--- src/rtl/gtwizard_0_interlaken_pkg.sv ---
// rtl/gtwizard_0_interlaken_pkg.sv - shared Interlaken meta-frame constants
package gtwizard_0_interlaken_pkg;

    localparam logic [63:0] DEFAULT_SYNC_WORD = 64'h78f678f678f678f6;
    localparam logic [5:0]  STATE_BLOCK_TYPE  = 6'b001010;
    localparam logic [1:0]  CTRL_HEADER       = 2'b10;
    localparam logic [1:0]  DATA_HEADER       = 2'b01;

    // x^58 + x^39 + 1, expressed as state bit indices
    localparam int TAP_HI = 57;
    localparam int TAP_LO = 38;

    localparam int SLOT_SYNC  = 0;
    localparam int SLOT_STATE = 1;

endpackage

--- src/rtl/gtwizard_0_scrambler_lfsr64.sv ---
// rtl/gtwizard_0_scrambler_lfsr64.sv - one 64-bit step of the x^58+x^39+1 scrambler
module gtwizard_0_scrambler_lfsr64
    import gtwizard_0_interlaken_pkg::*;
(
    input  logic [63:0] data,
    input  logic [57:0] state,
    output logic [63:0] scrambled,
    output logic [57:0] next_state
);

    logic [57:0] s;

    // Scrambled bits feed back into the state; the descrambler variant feeds back the input bit instead.
    always_comb begin
        s         = state;
        scrambled = '0;
        for (int i = 0; i < 64; i++) begin
            scrambled[i] = data[i] ^ s[TAP_HI] ^ s[TAP_LO];
            s            = {s[56:0], scrambled[i]};
        end
        next_state = s;
    end

endmodule

--- src/rtl/gtwizard_0_metaframe_scrambler.sv ---
// rtl/gtwizard_0_metaframe_scrambler.sv - TX meta-frame framer and payload scrambler
module gtwizard_0_metaframe_scrambler
    import gtwizard_0_interlaken_pkg::*;
#(
    parameter int          TX_DATA_WIDTH  = 64,
    parameter logic [63:0] SYNC_WORD      = DEFAULT_SYNC_WORD,
    parameter int          META_FRAME_LEN = 16,
    parameter logic [57:0] SCRAMBLER_SEED = 58'h3FFFFFFFFFFFFFF,
    parameter logic [63:0] IDLE_WORD      = 64'h0000000000000000
)
(
    input  logic                     USER_CLK,
    input  logic                     SYSTEM_RESET_N,
    input  logic                     PASSTHROUGH,
    input  logic [TX_DATA_WIDTH-1:0] UNSCRAMBLED_DATA_IN,
    input  logic [1:0]               HEADER_IN,
    input  logic                     DATA_VALID_IN,
    output logic                     DATA_READY_OUT,
    output logic [TX_DATA_WIDTH-1:0] SCRAMBLED_DATA_OUT,
    output logic [1:0]               HEADER_OUT,
    output logic                     FRAME_START_OUT
);

    localparam int SLOT_W = $clog2(META_FRAME_LEN);

    logic [SLOT_W-1:0] slot;
    logic [57:0]       lfsr;
    logic [63:0]       payload_word;
    logic [63:0]       scrambled_word;
    logic [57:0]       lfsr_next;
    logic              slot_is_sync;
    logic              slot_is_state;
    logic              slot_is_last;

    assign payload_word  = DATA_VALID_IN ? UNSCRAMBLED_DATA_IN : IDLE_WORD;
    assign slot_is_sync  = (slot == SLOT_W'(SLOT_SYNC));
    assign slot_is_state = (slot == SLOT_W'(SLOT_STATE));
    assign slot_is_last  = (slot == SLOT_W'(META_FRAME_LEN - 1));

    assign DATA_READY_OUT = SYSTEM_RESET_N & (PASSTHROUGH | (slot > SLOT_W'(SLOT_STATE)));

    gtwizard_0_scrambler_lfsr64 u_scrambler (
        .data       (payload_word),
        .state      (lfsr),
        .scrambled  (scrambled_word),
        .next_state (lfsr_next)
    );

    // Sync and state slots leave the LFSR untouched so the state word matches the first payload word's seed.
    always_ff @(posedge USER_CLK or negedge SYSTEM_RESET_N) begin
        if (!SYSTEM_RESET_N) begin
            SCRAMBLED_DATA_OUT <= '0;
            HEADER_OUT         <= 2'b00;
            FRAME_START_OUT    <= 1'b0;
            slot               <= '0;
            lfsr               <= SCRAMBLER_SEED;
        end else if (PASSTHROUGH) begin
            SCRAMBLED_DATA_OUT <= UNSCRAMBLED_DATA_IN;
            HEADER_OUT         <= HEADER_IN;
            FRAME_START_OUT    <= 1'b0;
            slot               <= '0;
        end else begin
            FRAME_START_OUT <= slot_is_sync;
            slot            <= slot_is_last ? '0 : slot + 1'b1;
            if (slot_is_sync) begin
                SCRAMBLED_DATA_OUT <= SYNC_WORD;
                HEADER_OUT         <= CTRL_HEADER;
            end else if (slot_is_state) begin
                SCRAMBLED_DATA_OUT <= {STATE_BLOCK_TYPE, lfsr};
                HEADER_OUT         <= CTRL_HEADER;
            end else begin
                SCRAMBLED_DATA_OUT <= scrambled_word;
                HEADER_OUT         <= DATA_VALID_IN ? HEADER_IN : CTRL_HEADER;
                lfsr               <= lfsr_next;
            end
        end
    end

endmodule

--- config.mk ---
export PLATFORM = sky130hd
export DESIGN_NAME = gtwizard_0_metaframe_scrambler
export DESIGN_NICKNAME = d
export VERILOG_FILES = /design/src/rtl/gtwizard_0_interlaken_pkg.sv /design/src/rtl/gtwizard_0_scrambler_lfsr64.sv /design/src/rtl/gtwizard_0_metaframe_scrambler.sv
export SDC_FILE = /design/constraint.sdc
export NUM_CORES = 1
export LEC_CHECK = 0
export CORE_UTILIZATION = 43
export DETAILED_ROUTE_END_ITERATION = 6
export PLACE_DENSITY = 0.64
export SLEW_MARGIN = 5
export SYNTH_ARGS = -nofsm -noshare
export SYNTH_HDL_FRONTEND = slang
export SYNTH_HIERARCHICAL = 1
export SYNTH_SLANG_ARGS = --single-unit
--- constraint.sdc ---
create_clock -name USER_CLK -period 4.8 [get_ports USER_CLK]
set_input_delay 0.96 -clock USER_CLK [delete_from_list [all_inputs] [get_ports USER_CLK]]
set_output_delay 0.96 -clock USER_CLK [all_outputs]
set_load 0.1 [all_outputs]
==> metrics.txt, run 1 <==
# TYPE chip_impl_metric gauge
chip_impl_info{name="layout_common_cells",value="sky130_fd_sc_hd__clkdlybuf4s50_1, sky130_fd_sc_hd__inv_1, sky130_fd_sc_hd__dfrtp_1"} 1
chip_impl_metric{name="detailroute.via_count",unit=""} 5264
chip_impl_metric{name="ys_seq_elements",unit=""} 129
chip_impl_metric{name="overall_power",unit="µW"} 7400
chip_impl_info{name="status",value="complete, but fails checks"} 1
chip_impl_metric{name="critPathMaxFanout",unit=""} 1
chip_impl_metric{name="antennaDiodeCount",unit=""} 0
chip_impl_metric{name="grtUsageTotal",unit="%"} 21.00
chip_impl_metric{name="static-leakage-power",unit="µW"} 0.004277
chip_impl_metric{name="synth_cell_type_count",unit=""} 40
chip_impl_metric{name="post-route-period-util",unit="%"} 60.81
chip_impl_metric{name="wirelength",unit="mm"} 19.10
chip_impl_info{name="cts_root_buf",value="sky130_fd_sc_hd__clkbuf_16"} 1
chip_impl_metric{name="setup_fix_buffers_added_after_clock_tree_synthesis",unit=""} 0
chip_impl_metric{name="cts.sink_count",unit=""} 129
chip_impl_metric{name="totalNegativeSetupSlack",unit="ns"} 0
chip_impl_metric{name="wire_length_of_the_first_global_routing_pass",unit="mm"} 30.86
chip_impl_metric{name="routabilityCongestion",unit=""} 0.8492
chip_impl_info{name="hold_path.class",value="primary input to async pin"} 1
chip_impl_metric{name="placement.cell_area",unit="µm²"} 9101
chip_impl_metric{name="worst_path_largest_cell_delay",unit="ns"} 1.15
chip_impl_metric{name="layout.cells.non_filler",unit=""} 1026
chip_impl_metric{name="place_hpwl",unit="mm"} 12.82
chip_impl_metric{name="htreeDepth",unit=""} 4
chip_impl_metric{name="core_area",unit="µm²"} 18150
chip_impl_metric{name="via_per_inst",unit=""} 5.131
chip_impl_info{name="failed_checks",value="design-rule violations"} 1
chip_impl_metric{name="numPortBuffers",unit=""} 137
chip_impl_metric{name="place.detailed.instances",unit=""} 994
chip_impl_metric{name="clock_latency_on_the_worst_skew_pair",unit="ns"} 0.43
chip_impl_info{name="timing.critical_path.max_delay_family",value="buffers and inverters"} 1
chip_impl_metric{name="row_count",unit=""} 49
chip_impl_metric{name="fillerInstances",unit=""} 1578
chip_impl_info{name="timing.critical_path.from_type",value="flop"} 1
chip_impl_metric{name="setup_viol_count_final",unit=""} 0
chip_impl_metric{name="final-seq-area",unit="µm²"} 3301
chip_impl_metric{name="regToRegSetupSlack",unit="ns"} 2.24
chip_impl_metric{name="cts-resized-gates",unit=""} 0
chip_impl_metric{name="asyncSetResetFlopFracSynth",unit="%"} 100.0
chip_impl_metric{name="cts-buffers-inserted",unit=""} 17
chip_impl_metric{name="post-route-cell-area",unit="µm²"} 9641
chip_impl_metric{name="post_synth_xor_xnor_area",unit="%"} 19.59
chip_impl_metric{name="synthesis.instances",unit=""} 717
chip_impl_metric{name="seq_area_frac_synth",unit="%"} 41.15
chip_impl_metric{name="area_growth_from_synthesis_to_layout",unit="%"} 20.20
chip_impl_metric{name="timing.critical_path.required",unit="ns"} 3.84
chip_impl_info{name="clock_tree_from_tritoncts",value="built"} 1
chip_impl_metric{name="grt_pass1_vias",unit=""} 5592
chip_impl_info{name="layout.cells.most_common",value="sky130_fd_sc_hd__clkdlybuf4s50_1"} 1
chip_impl_metric{name="synth_enable_flop_cells",unit=""} 0
chip_impl_metric{name="yosys.area_share.simple",unit="%"} 9.095
chip_impl_metric{name="post_route_cells_drive_above_1_share",unit="%"} 22.58
chip_impl_info{name="synth_top_cells_by_area",value="sky130_fd_sc_hd__dfrtp_1, sky130_fd_sc_hd__dfstp_2, sky130_fd_sc_hd__mux2_2, sky130_fd_sc_hd__xnor2_1, sky130_fd_sc_hd__buf_4"} 1
chip_impl_metric{name="report.final.slew_viol_count",unit=""} 0
chip_impl_info{name="rsz0062_at_grt",value="no"} 1
chip_impl_metric{name="muxShareOfSynthArea",unit="%"} 10.98
chip_impl_metric{name="post_synth_instance_area",unit="µm²"} 8020
chip_impl_metric{name="number_of_antenna_violations_at_the_first_check_in_global_routing",unit=""} 0
chip_impl_metric{name="fin_worst_skew",unit="ns"} 0.01159
chip_impl_metric{name="initial_core_util",unit="%"} 44.19
chip_impl_metric{name="dieWidth",unit="µm"} 138.6
chip_impl_metric{name="clk_pin_slew_worst_paths",unit="ns"} 0.06
chip_impl_metric{name="nNetsFinal",unit=""} 858
chip_impl_metric{name="worst_pin_slew",unit="ns"} 1.047
chip_impl_metric{name="cts.hold.buffers_added",unit=""} 0
chip_impl_metric{name="vdd.ir_drop.worst",unit="mV"} 0.3769
chip_impl_metric{name="synth_largest_type_area_fraction",unit="%"} 22.15
chip_impl_info{name="synthFlopType",value="sky130_fd_sc_hd__dfrtp_1"} 1
chip_impl_metric{name="min_period",unit="ns"} 2.919
chip_impl_metric{name="multi_input_area",unit="µm²"} 3811
chip_impl_metric{name="clock_path_buffers",unit=""} 2
chip_impl_metric{name="synth_compound_gate_area_share",unit="%"} 7.129
chip_impl_metric{name="ant_nets",unit=""} 0
chip_impl_metric{name="drt-pass1-iter-count",unit=""} 7
chip_impl_info{name="yosys.area.top_type",value="sky130_fd_sc_hd__dfrtp_1"} 1
chip_impl_metric{name="grt_start_max_net_pins",unit=""} 68
chip_impl_info{name="cpMaxStageDelayCell",value="sky130_fd_sc_hd__clkdlybuf4s50_1"} 1
chip_impl_metric{name="detail_route.iter0.violations",unit=""} 258
chip_impl_metric{name="synth-adder-area-share",unit="%"} 0.6240
chip_impl_metric{name="hold_viol_final",unit=""} 0
chip_impl_info{name="crit_chain",value="clkdlybuf4s50_1"} 1
chip_impl_metric{name="fp.dieArea",unit="µm²"} 19200
chip_impl_metric{name="max_cap_viol_count",unit=""} 0
chip_impl_metric{name="max_freq",unit="MHz"} 342.6
chip_impl_metric{name="synth_area_per_cell",unit="µm²"} 11.19
chip_impl_metric{name="grt_overflow",unit=""} 0
chip_impl_metric{name="crit_path_arrival_time",unit="ns"} 1.96
chip_impl_metric{name="p_per_area",unit="nW/µm²"} 767.6
chip_impl_metric{name="post-route-drc-count",unit=""} 19
chip_impl_info{name="dominant_combinational_cell_family_by_area_after_synthesis",value="XOR/XNOR gates"} 1
chip_impl_metric{name="pin_count",unit=""} 138
chip_impl_metric{name="drt-wirelength-per-cell",unit="µm"} 18.61
chip_impl_metric{name="die_h",unit="µm"} 138.6
chip_impl_metric{name="finish.utilization",unit="%"} 53.12
chip_impl_info{name="crit_path_end_kind",value="output pin"} 1
chip_impl_metric{name="ys_warn_count",unit=""} 6
chip_impl_metric{name="synth_nets",unit=""} 791
chip_impl_info{name="timing.setup.critical_path_class",value="flop to output pin"} 1
chip_impl_metric{name="slew_headroom",unit="%"} 30.23
chip_impl_metric{name="buffers_inverters_on_critical_path",unit=""} 1
==> final cells by class <==
type	instances	area share, %
Tap cell	229	2.972
Sequential cell	129	34.24
Clock buffer	26	5.282
Multi-Input combinational cell	417	39.53
Timing Repair Buffer	144	14.74
Clock inverter	6	0.3115
Inverter	75	2.920
==> worst paths after layout <==
path                                                  startpoint                               end  depth (start not counted)
worst max-delay path            SCRAMBLED_DATA_OUT[34]$_DFF_PN0_            SCRAMBLED_DATA_OUT[34]                          1
worst min-delay path                              SYSTEM_RESET_N  SCRAMBLED_DATA_OUT[42]$_DFF_PN0_                          1
worst max register to register                 slot[0]$_DFF_PN0_              lfsr[33]$_DFFE_PN1P_                          6
worst min register to register                 slot[0]$_DFF_PN0_                 slot[0]$_DFF_PN0_                          1
max in group asynchronous                         SYSTEM_RESET_N  SCRAMBLED_DATA_OUT[25]$_DFF_PN0_                          2
min in group USER_CLK                          slot[0]$_DFF_PN0_                 slot[0]$_DFF_PN0_                          1
==> worst reg2reg max path: stages (launching register included) <==
cell and delay (ns):
sky130_fd_sc_hd__dfrtp_1 0.44, sky130_fd_sc_hd__inv_1 0.09, sky130_fd_sc_hd__ha_1 0.26, sky130_fd_sc_hd__nor2_1 0.21, sky130_fd_sc_hd__o21a_4 0.63, sky130_fd_sc_hd__buf_4 0.46, sky130_fd_sc_hd__mux2_2 0.39
==> report_power, final <==
| group | switching [µW] | internal (µW) |
|---|---|---|
| Sequential | 502 | 1710 |
| Combinational | 2290 | 1710 |
| Clock | 466 | 722 |
| Total | 3260 | 4140 |
==> cells in the mapped netlist, drive strengths merged, types with 2 or more instances <==
master and number:
xnor2 79, nor3 36, xor2 19, a22o 2, xor3 6, buf 77
ha 4, inv 75, nand2 24, nor2 5, xnor3 19, o22a 2
mux2i 22, a21o 3, mux2 58, dfstp 58, clkbuf 19, o21ai 24
and2 64, dfrtp 71, a221oi 36, a2bb2oi 2, o21a 2
==> through the flow <==
stage               hold slack [ns]  setup slack, ns
floorplan                    0.4876            1.564
global placement             0.5067            1.628
detailed placement           0.5363            1.530
CTS                          0.5440            1.870
global route                 0.5744            1.837
finish                       0.5276            1.881
==> kinds of logic (layout without fill, tap and decap cells) <==
kind of cell / Yosys count / count (layout)
adders and majority gates: 4 / 4
DFF: 129 / 129
and+or+nand+nor: 135 / 135
AOI/OAI and AO/OA: 75 / 75
xor gates and xnor gates: 123 / 123
buffers and inverters: 171 / 251
muxes: 80 / 80
==> registers in the layout, summed over array words and instances (netlist names) <==
| signal | cells |
|---|---|
| slot | 4 |
| HEADER_OUT | 2 |
| lfsr | 58 |
| SCRAMBLED_DATA_OUT | 64 |
| FRAME_START_OUT | 1 |
==> metal layers <==
metal  vias to the layer above  track usage, %  wire (µm)
li1                       2457               -          -
met1                      2637           28.15       8769
met2                       152           33.77       9092
met3                        18           4.420        943
met4                         0           7.274        292
met5                         -               0          0
Power figures use the tool's default switching activity.
==> run 2: changes to the inputs <==
- clock period: 4.8 -> 2.86 ns (I/O delays scaled with it)
==> run 2 against run 1 <==
The flow still finishes with violations (design-rule violations). Sequential cell count unchanged. Routed wire length rose by 1.7%. Register-to-register slack worse by 1.6 ns. Clock skew down 0.0011 ns. Utilization decreased by 0.57 points. First-iteration DRC count is 24% higher. Count of clock-buffer cells in the layout decreased by 1. Power grew 67%. Non-clock buffer count increased by 3. Combinational power is 65% higher. Die area unchanged. Critical endpoint is now DATA_READY_OUT.
==> metrics.txt, run 2 (synthesis gave the netlist of run 1 again) <==
# TYPE chip_impl_metric gauge
chip_impl_metric{name="slew_headroom",unit="%"} 29.75
chip_impl_info{name="crit_chain",value="inv_1, ha_1, nor2_1, o21a_1, buf_12"} 1
chip_impl_metric{name="post-route-cell-area",unit="µm²"} 9537
chip_impl_metric{name="critPathMaxFanout",unit=""} 4
chip_impl_metric{name="detail_route.iter0.violations",unit=""} 319
chip_impl_metric{name="clock_latency_on_the_worst_skew_pair",unit="ns"} 0.42
chip_impl_info{name="cpMaxStageDelayCell",value="sky130_fd_sc_hd__dfrtp_1"} 1
chip_impl_metric{name="min_period",unit="ns"} 2.238
chip_impl_metric{name="setup_fix_buffers_added_after_clock_tree_synthesis",unit=""} 0
chip_impl_metric{name="post-route-period-util",unit="%"} 78.27
chip_impl_metric{name="grtUsageTotal",unit="%"} 21.36
chip_impl_info{name="status",value="complete, but fails checks"} 1
chip_impl_metric{name="grt_overflow",unit=""} 0
chip_impl_metric{name="fin_worst_skew",unit="ns"} 0.01050
chip_impl_info{name="cp_launch_point",value="slot[1]$_DFF_PN0_"} 1
chip_impl_metric{name="via_per_inst",unit=""} 5.204
chip_impl_metric{name="clk_pin_slew_worst_paths",unit="ns"} 0.06
chip_impl_metric{name="clock_path_buffers",unit=""} 2
chip_impl_metric{name="pin_count",unit=""} 138
chip_impl_info{name="cts_root_buf",value="sky130_fd_sc_hd__clkbuf_16"} 1
chip_impl_metric{name="grt_pass1_vias",unit=""} 5563
chip_impl_metric{name="worst_pin_slew",unit="ns"} 1.054
chip_impl_metric{name="placement.cell_area",unit="µm²"} 9006
chip_impl_metric{name="overall_power",unit="µW"} 12350
chip_impl_metric{name="max_freq",unit="MHz"} 446.7
chip_impl_metric{name="largest_register_ff_count",unit=""} 64
chip_impl_metric{name="number_of_antenna_violations_at_the_first_check_in_global_routing",unit=""} 0
chip_impl_metric{name="totalNegativeSetupSlack",unit="ns"} 0
chip_impl_metric{name="cts-resized-gates",unit=""} 0
chip_impl_metric{name="initial_core_util",unit="%"} 44.19
chip_impl_metric{name="place_hpwl",unit="mm"} 13.09
chip_impl_metric{name="post-route-drc-count",unit=""} 19
chip_impl_metric{name="core_area",unit="µm²"} 18150
chip_impl_metric{name="global_route.usage.met1",unit="%"} 28.87
chip_impl_metric{name="hold_viol_final",unit=""} 0
chip_impl_metric{name="numPortBuffers",unit=""} 137
chip_impl_metric{name="internal-power",unit="µW"} 6867
chip_impl_metric{name="static-leakage-power",unit="µW"} 0.004343
chip_impl_metric{name="grt_start_max_net_pins",unit=""} 130
chip_impl_info{name="largest_register",value="SCRAMBLED_DATA_OUT"} 1
chip_impl_metric{name="cts-buffers-inserted",unit=""} 17
chip_impl_info{name="timing.critical_path.from_type",value="flop"} 1
chip_impl_metric{name="met2_usage",unit="%"} 33.90
chip_impl_info{name="rsz0062_at_grt",value="no"} 1
chip_impl_metric{name="max_cap_viol_count",unit=""} 0
chip_impl_metric{name="vdd.ir_drop.worst",unit="mV"} 0.5632
chip_impl_info{name="timing.setup.critical_path_class",value="flop to output pin"} 1
chip_impl_metric{name="fillerInstances",unit=""} 1606
chip_impl_metric{name="share_of_power_burned_in_combinational_logic",unit="%"} 53.5
chip_impl_metric{name="drt-pass1-iter-count",unit=""} 7
chip_impl_metric{name="regToRegSetupSlack",unit="ns"} 0.67
chip_impl_metric{name="row_count",unit=""} 49
chip_impl_metric{name="dieWidth",unit="µm"} 138.6
chip_impl_info{name="grt_most_used_layer",value="met2"} 1
chip_impl_metric{name="antennaDiodeCount",unit=""} 0
chip_impl_metric{name="p_sw_share",unit="%"} 44.37
chip_impl_metric{name="globalRouteMet3Util",unit="%"} 3.971
chip_impl_info{name="failed_checks",value="design-rule violations"} 1
chip_impl_metric{name="ant_nets",unit=""} 0
chip_impl_metric{name="clockPowerShare",unit="%"} 16.1
chip_impl_info{name="hold_path.class",value="primary input to async pin"} 1
chip_impl_metric{name="htreeDepth",unit=""} 4
chip_impl_info{name="layout_common_cells",value="sky130_fd_sc_hd__inv_1, sky130_fd_sc_hd__buf_4, sky130_fd_sc_hd__dfrtp_1"} 1
chip_impl_metric{name="cts.hold.buffers_added",unit=""} 0
chip_impl_metric{name="nNetsFinal",unit=""} 861
chip_impl_metric{name="die_h",unit="µm"} 138.6
chip_impl_metric{name="detailroute.via_count",unit=""} 5355
chip_impl_metric{name="wirelength",unit="mm"} 19.42
chip_impl_info{name="clock_tree_from_tritoncts",value="built"} 1
chip_impl_info{name="reg_to_reg_start",value="slot[1]$_DFF_PN0_"} 1
chip_impl_metric{name="worst_path_largest_cell_delay",unit="ns"} 0.39
chip_impl_metric{name="seq_power_share",unit="%"} 30.3
chip_impl_metric{name="cts.sink_count",unit=""} 129
chip_impl_metric{name="report.final.slew_viol_count",unit=""} 0
chip_impl_info{name="crit_path_end_kind",value="output pin"} 1
chip_impl_metric{name="fp.dieArea",unit="µm²"} 19200
chip_impl_metric{name="crit_path_arrival_time",unit="ns"} 1.67
chip_impl_metric{name="net_switching_power",unit="µW"} 5478
chip_impl_metric{name="p_per_area",unit="nW/µm²"} 1295
chip_impl_metric{name="setup_viol_count_final",unit=""} 0
chip_impl_metric{name="area_growth_from_synthesis_to_layout",unit="%"} 18.91
chip_impl_metric{name="wire_length_of_the_first_global_routing_pass",unit="mm"} 31.46
chip_impl_info{name="layout_top_registers",value="SCRAMBLED_DATA_OUT: 64 flops, lfsr: 58 flops, slot: 4 flops"} 1
chip_impl_metric{name="drt-wirelength-per-cell",unit="µm"} 18.87
chip_impl_metric{name="post_route_cells_drive_above_1_share",unit="%"} 30.88
chip_impl_metric{name="routabilityCongestion",unit=""} 0.8506
chip_impl_metric{name="hold-worst-slack",unit="ns"} 0.2536
chip_impl_metric{name="timing.critical_path.required",unit="ns"} 2.29
-- run 2: per-layer routing --
layer / part of all wire (%) / vias to the layer above
met3: 4.4 / 26
met1: 46 / 2711
met5: 0 / -
met2: 48 / 152
met4: 1.9 / 0
li1: - / 2466
-- run 2: path summary, 6_finish.rpt --
check,end,cells after the start
max reg2reg,SCRAMBLED_DATA_OUT[10]$_DFF_PN0_,5
min,SCRAMBLED_DATA_OUT[42]$_DFF_PN0_,2
min in group USER_CLK,SCRAMBLED_DATA_OUT[23]$_DFF_PN0_,2
min reg2reg,slot[0]$_DFF_PN0_,1
max,DATA_READY_OUT,5
max in group asynchronous,SCRAMBLED_DATA_OUT[47]$_DFF_PN0_,2
-- run 2: area by class of cell --
cell class              count  area [µm²]  share of cell area (%)
clock inverters             7       65.06                  0.6822
well taps                 229       286.5                   3.004
flip-flops and latches    129        3301                   34.61
multi-input cells         417        3811                   39.96
repair buffers            147        1326                   13.91
inverters                  75       281.5                   2.952
clock buffers              25       465.4                   4.881
-- run 2: stage by stage --
step / utilization [%] / setup WS [ns] / cells
2_1_floorplan: - / 0.4001 / 717
4_1_cts: 52.55 / 0.6270 / 1029
5_1_grt: 52.55 / 0.5403 / 1029
3_5_place_dp: 49.63 / 0.4801 / 997
3_3_place_gp: 49.63 / 0.5359 / 997
6_report: 52.55 / 0.6216 / 1029
-- run 2: critical path, delay by kind of cell (launching register included) --
kind / cells / cell delay [ns]
AND/OR/NAND/NOR: 1 / 0.16
buffers and inverters: 2 / 0.27
AO/OA/AOI/OAI: 1 / 0.18
flip-flops: 1 / 0.39
adder cells (fa/ha/maj): 1 / 0.23
-- run 2: power by group through the flow --
stage | clock [µW] | sequential [µW] | combinational [µW]
2_1_floorplan | 0 | 5390 | 4810
3_3_place_gp | 0 | 3750 | 6480
3_5_place_dp | 0 | 3770 | 6590
4_1_cts | 2030 | 3750 | 6630
5_1_grt | 2120 | 3840 | 7000
6_report | 1990 | 3740 | 6610
==> run 3: changes to the inputs <==
- PLACE_DENSITY: 0.64 -> 0.67
- clock period: 2.86 -> 1.9 ns (I/O delays scaled with it)
==> run 3 against run 2 <==
The flow finishes with violations (design-rule violations, negative setup slack). Die area is the same. Sequential power grew 55%. Design area grew 10%. Global-route usage grew 1.1 points. Utilization grew 5.3 points. Register-to-register slack lost 0.65 ns. Routed wire length grew 7.2%. Sequential share of layout area shrank 3.1 points. Combinational power grew 72%. Final cell count grew 4.1%. Sequential cell count is the same. Largest cell class unchanged. Highest routed layer unchanged.
==> metrics.txt, run 3 (synthesis gave the netlist of run 1 again) <==
# TYPE chip_impl_metric gauge
chip_impl_metric{name="post-route-drc-count",unit=""} 22
chip_impl_metric{name="grt_overflow",unit=""} 0
chip_impl_metric{name="grtUsageTotal",unit="%"} 22.51
chip_impl_metric{name="antennaDiodeCount",unit=""} 0
chip_impl_metric{name="grt_start_max_net_pins",unit=""} 130
chip_impl_metric{name="row_count",unit=""} 49
chip_impl_info{name="clock_tree_from_tritoncts",value="built"} 1
chip_impl_metric{name="fin_worst_skew",unit="ns"} 0.01107
chip_impl_metric{name="pin_count",unit=""} 138
chip_impl_info{name="largest_register",value="SCRAMBLED_DATA_OUT"} 1
chip_impl_metric{name="static-leakage-power",unit="µW"} 0.004785
chip_impl_metric{name="path_length_in_cells_of_the_critical_path",unit=""} 3
chip_impl_metric{name="detailroute.via_count",unit=""} 5528
chip_impl_metric{name="max_cap_viol_count",unit=""} 0
chip_impl_metric{name="routabilityCongestion",unit=""} 0.8258
chip_impl_info{name="cp_launch_point",value="slot[3]$_DFF_PN0_"} 1
chip_impl_metric{name="numPortBuffers",unit=""} 137
chip_impl_metric{name="clock_path_buffers",unit=""} 2
chip_impl_metric{name="layout.cells.non_filler",unit=""} 1071
chip_impl_metric{name="finalWorstSetupSlack",unit="ns"} -0.07359
chip_impl_info{name="timing.critical_path.to",value="DATA_READY_OUT"} 1
chip_impl_info{name="timing.setup.critical_path_class",value="flop to output pin"} 1
chip_impl_metric{name="die_h",unit="µm"} 138.6
chip_impl_metric{name="setup_viol_count_final",unit=""} 1
chip_impl_metric{name="largest_register_ff_count",unit=""} 64
chip_impl_metric{name="reg2reg_depth",unit=""} 6
chip_impl_metric{name="area_growth_from_synthesis_to_layout",unit="%"} 30.81
chip_impl_metric{name="critPathMaxFanout",unit=""} 2
chip_impl_metric{name="htreeDepth",unit=""} 4
chip_impl_metric{name="wirelength",unit="mm"} 20.81
chip_impl_info{name="timing.critical_path.from_type",value="flop"} 1
chip_impl_metric{name="place_hpwl",unit="mm"} 13.60
chip_impl_metric{name="via_per_inst",unit=""} 5.162
chip_impl_metric{name="post-route-period-util",unit="%"} 103.9
chip_impl_info{name="layout.cells.most_common",value="sky130_fd_sc_hd__inv_1"} 1
chip_impl_info{name="crit_chain",value="or3_4, o21a_4, buf_12"} 1
chip_impl_metric{name="cts.hold.buffers_added",unit=""} 0
chip_impl_metric{name="place.detailed.instances",unit=""} 1033
chip_impl_metric{name="post_route_cells_drive_above_1_share",unit="%"} 35.51
chip_impl_info{name="cpMaxStageDelayCell",value="sky130_fd_sc_hd__dfrtp_1"} 1
chip_impl_info{name="status",value="complete, but fails checks"} 1
chip_impl_info{name="layout_common_cells",value="sky130_fd_sc_hd__inv_1, sky130_fd_sc_hd__buf_4, sky130_fd_sc_hd__dfrtp_1"} 1
chip_impl_info{name="hold_path.class",value="primary input to async pin"} 1
chip_impl_metric{name="hold_viol_final",unit=""} 0
chip_impl_metric{name="dieWidth",unit="µm"} 138.6
chip_impl_info{name="cts_root_buf",value="sky130_fd_sc_hd__clkbuf_16"} 1
chip_impl_info{name="layout_top_registers",value="SCRAMBLED_DATA_OUT: 64 flops, lfsr: 58 flops, slot: 4 flops"} 1
chip_impl_metric{name="core_area",unit="µm²"} 18150
chip_impl_info{name="reg_to_reg_start",value="slot[0]$_DFF_PN0_"} 1
chip_impl_metric{name="cts-buffers-inserted",unit=""} 17
chip_impl_metric{name="slew_headroom",unit="%"} 52.48
chip_impl_info{name="failed_checks",value="design-rule violations, negative setup slack"} 1
chip_impl_metric{name="totalNegativeSetupSlack",unit="ns"} -0.07359
chip_impl_metric{name="cts.sink_count",unit=""} 129
chip_impl_metric{name="p_per_area",unit="nW/µm²"} 1925
chip_impl_metric{name="buffers_inverters_on_critical_path",unit=""} 1
chip_impl_metric{name="nNetsFinal",unit=""} 903
chip_impl_info{name="crit_path_end_kind",value="output pin"} 1
chip_impl_metric{name="drt-pass1-iter-count",unit=""} 7
chip_impl_metric{name="worst_pin_slew",unit="ns"} 0.7128
chip_impl_metric{name="number_of_antenna_violations_at_the_first_check_in_global_routing",unit=""} 0
chip_impl_info{name="timing.critical_path.max_delay_family",value="flip-flops"} 1
chip_impl_metric{name="fillerInstances",unit=""} 1503
chip_impl_metric{name="max_freq",unit="MHz"} 506.7
chip_impl_metric{name="detail_route.iter0.violations",unit=""} 443
chip_impl_metric{name="clk_pin_slew_worst_paths",unit="ns"} 0.06
chip_impl_metric{name="fp.dieArea",unit="µm²"} 19200
chip_impl_metric{name="min_period",unit="ns"} 1.974
chip_impl_metric{name="wire_length_of_the_first_global_routing_pass",unit="mm"} 32.98
chip_impl_metric{name="clock_latency_on_the_worst_skew_pair",unit="ns"} 0.43
chip_impl_metric{name="drt-wirelength-per-cell",unit="µm"} 19.43
chip_impl_metric{name="report.final.slew_viol_count",unit=""} 0
chip_impl_metric{name="grt_pass1_vias",unit=""} 5957
chip_impl_info{name="crit-reg2reg-capture",value="lfsr[15]$_DFFE_PN1P_"} 1
chip_impl_metric{name="crit_path_arrival_time",unit="ns"} 1.59
chip_impl_info{name="rsz0062_at_grt",value="yes"} 1
chip_impl_metric{name="vdd.ir_drop.worst",unit="mV"} 1.064
chip_impl_metric{name="initial_core_util",unit="%"} 44.19
chip_impl_metric{name="ant_nets",unit=""} 0
chip_impl_metric{name="regToRegSetupSlack",unit="ns"} 0.02
chip_impl_metric{name="timing.critical_path.required",unit="ns"} 1.52
chip_impl_metric{name="worst_path_largest_cell_delay",unit="ns"} 0.40
run 3: cell types whose count changed in the layout (fill, tap and decap cells not counted), sizes merged:
cell / change
clkinv: +2
dlygate4sd2: +1
buf: +40
bufbuf: +1
clkinvlp: -2
run 3: worst min-delay path by stage:
stage / start / slack, ns / endpoint
2_1_floorplan: SYSTEM_RESET_N / 0.08 / FRAME_START_OUT$_DFF_PN0_
3_3_place_gp: slot[0]$_DFF_PN0_ / 0.51 / slot[0]$_DFF_PN0_
3_5_place_dp: slot[0]$_DFF_PN0_ / 0.54 / slot[0]$_DFF_PN0_
4_1_cts: SYSTEM_RESET_N / 0.14 / SCRAMBLED_DATA_OUT[15]$_DFF_PN0_
5_1_grt: SYSTEM_RESET_N / 0.17 / SCRAMBLED_DATA_OUT[3]$_DFF_PN0_
6_report: SYSTEM_RESET_N / 0.10 / SCRAMBLED_DATA_OUT[3]$_DFF_PN0_
run 3: per-layer routing:
layer	vias up	global-route usage (%)	part of all wire, %
li1	2547	-	-
met1	2745	29.47	44
met2	191	36.23	48
met3	45	4.489	5.1
met4	0	10.05	2.8
met5	-	0	0
run 3: metrics by stage:
stage | hold WS, ns | instance area, µm² | total power (µW) | setup slack [ns] | util [%]
2_1_floorplan | 0.08441 | 8023 | 15350 | 0.02133 | -
3_3_place_gp | 0.5100 | 9846 | 16830 | -0.4125 | 54.25
6_report | 0.1008 | 10490 | 20200 | -0.07359 | 57.81
3_5_place_dp | 0.5409 | 9846 | 17070 | -0.4568 | 54.25
4_1_cts | 0.1407 | 10460 | 20220 | -0.05361 | 57.65
5_1_grt | 0.1656 | 10490 | 21120 | -0.09007 | 57.81
run 3: repair_timing:
action                     4_1_cts  5_1_grt
pin swaps                        2        2
cloned                           1        0
buffers inserted                 4        1
setup endpoints to repair       57       75
gates resized for setup          8        4
run 3: cell type report:
| type | instances | area (µm²) | area share [%] |
|---|---|---|---|
| inverter | 75 | 281.5 | 2.683 |
| tap | 229 | 286.5 | 2.731 |
| sequential | 129 | 3303 | 31.48 |
| timing repair buffer | 189 | 2233 | 21.29 |
| clock buffer | 25 | 475.5 | 4.532 |
| multi-input combinational | 417 | 3851 | 36.71 |
| clock inverter | 7 | 60.06 | 0.5725 |
run 3: worst reg2reg max path, stage by stage, from the launching register on:
cell and delay [ns]:
sky130_fd_sc_hd__dfrtp_2 0.42, sky130_fd_sc_hd__inv_2 0.05, sky130_fd_sc_hd__ha_1 0.21, sky130_fd_sc_hd__nor2_1 0.22, sky130_fd_sc_hd__o21a_4 0.31, sky130_fd_sc_hd__buf_12 0.22, sky130_fd_sc_hd__mux2_2 0.36
run 3: where the power goes:
part / internal (µW) / total, µW / switching, µW
registers: 4330 / 5790 / 1460
clock network: 1850 / 3020 / 1170
logic: 5420 / 11400 / 5970
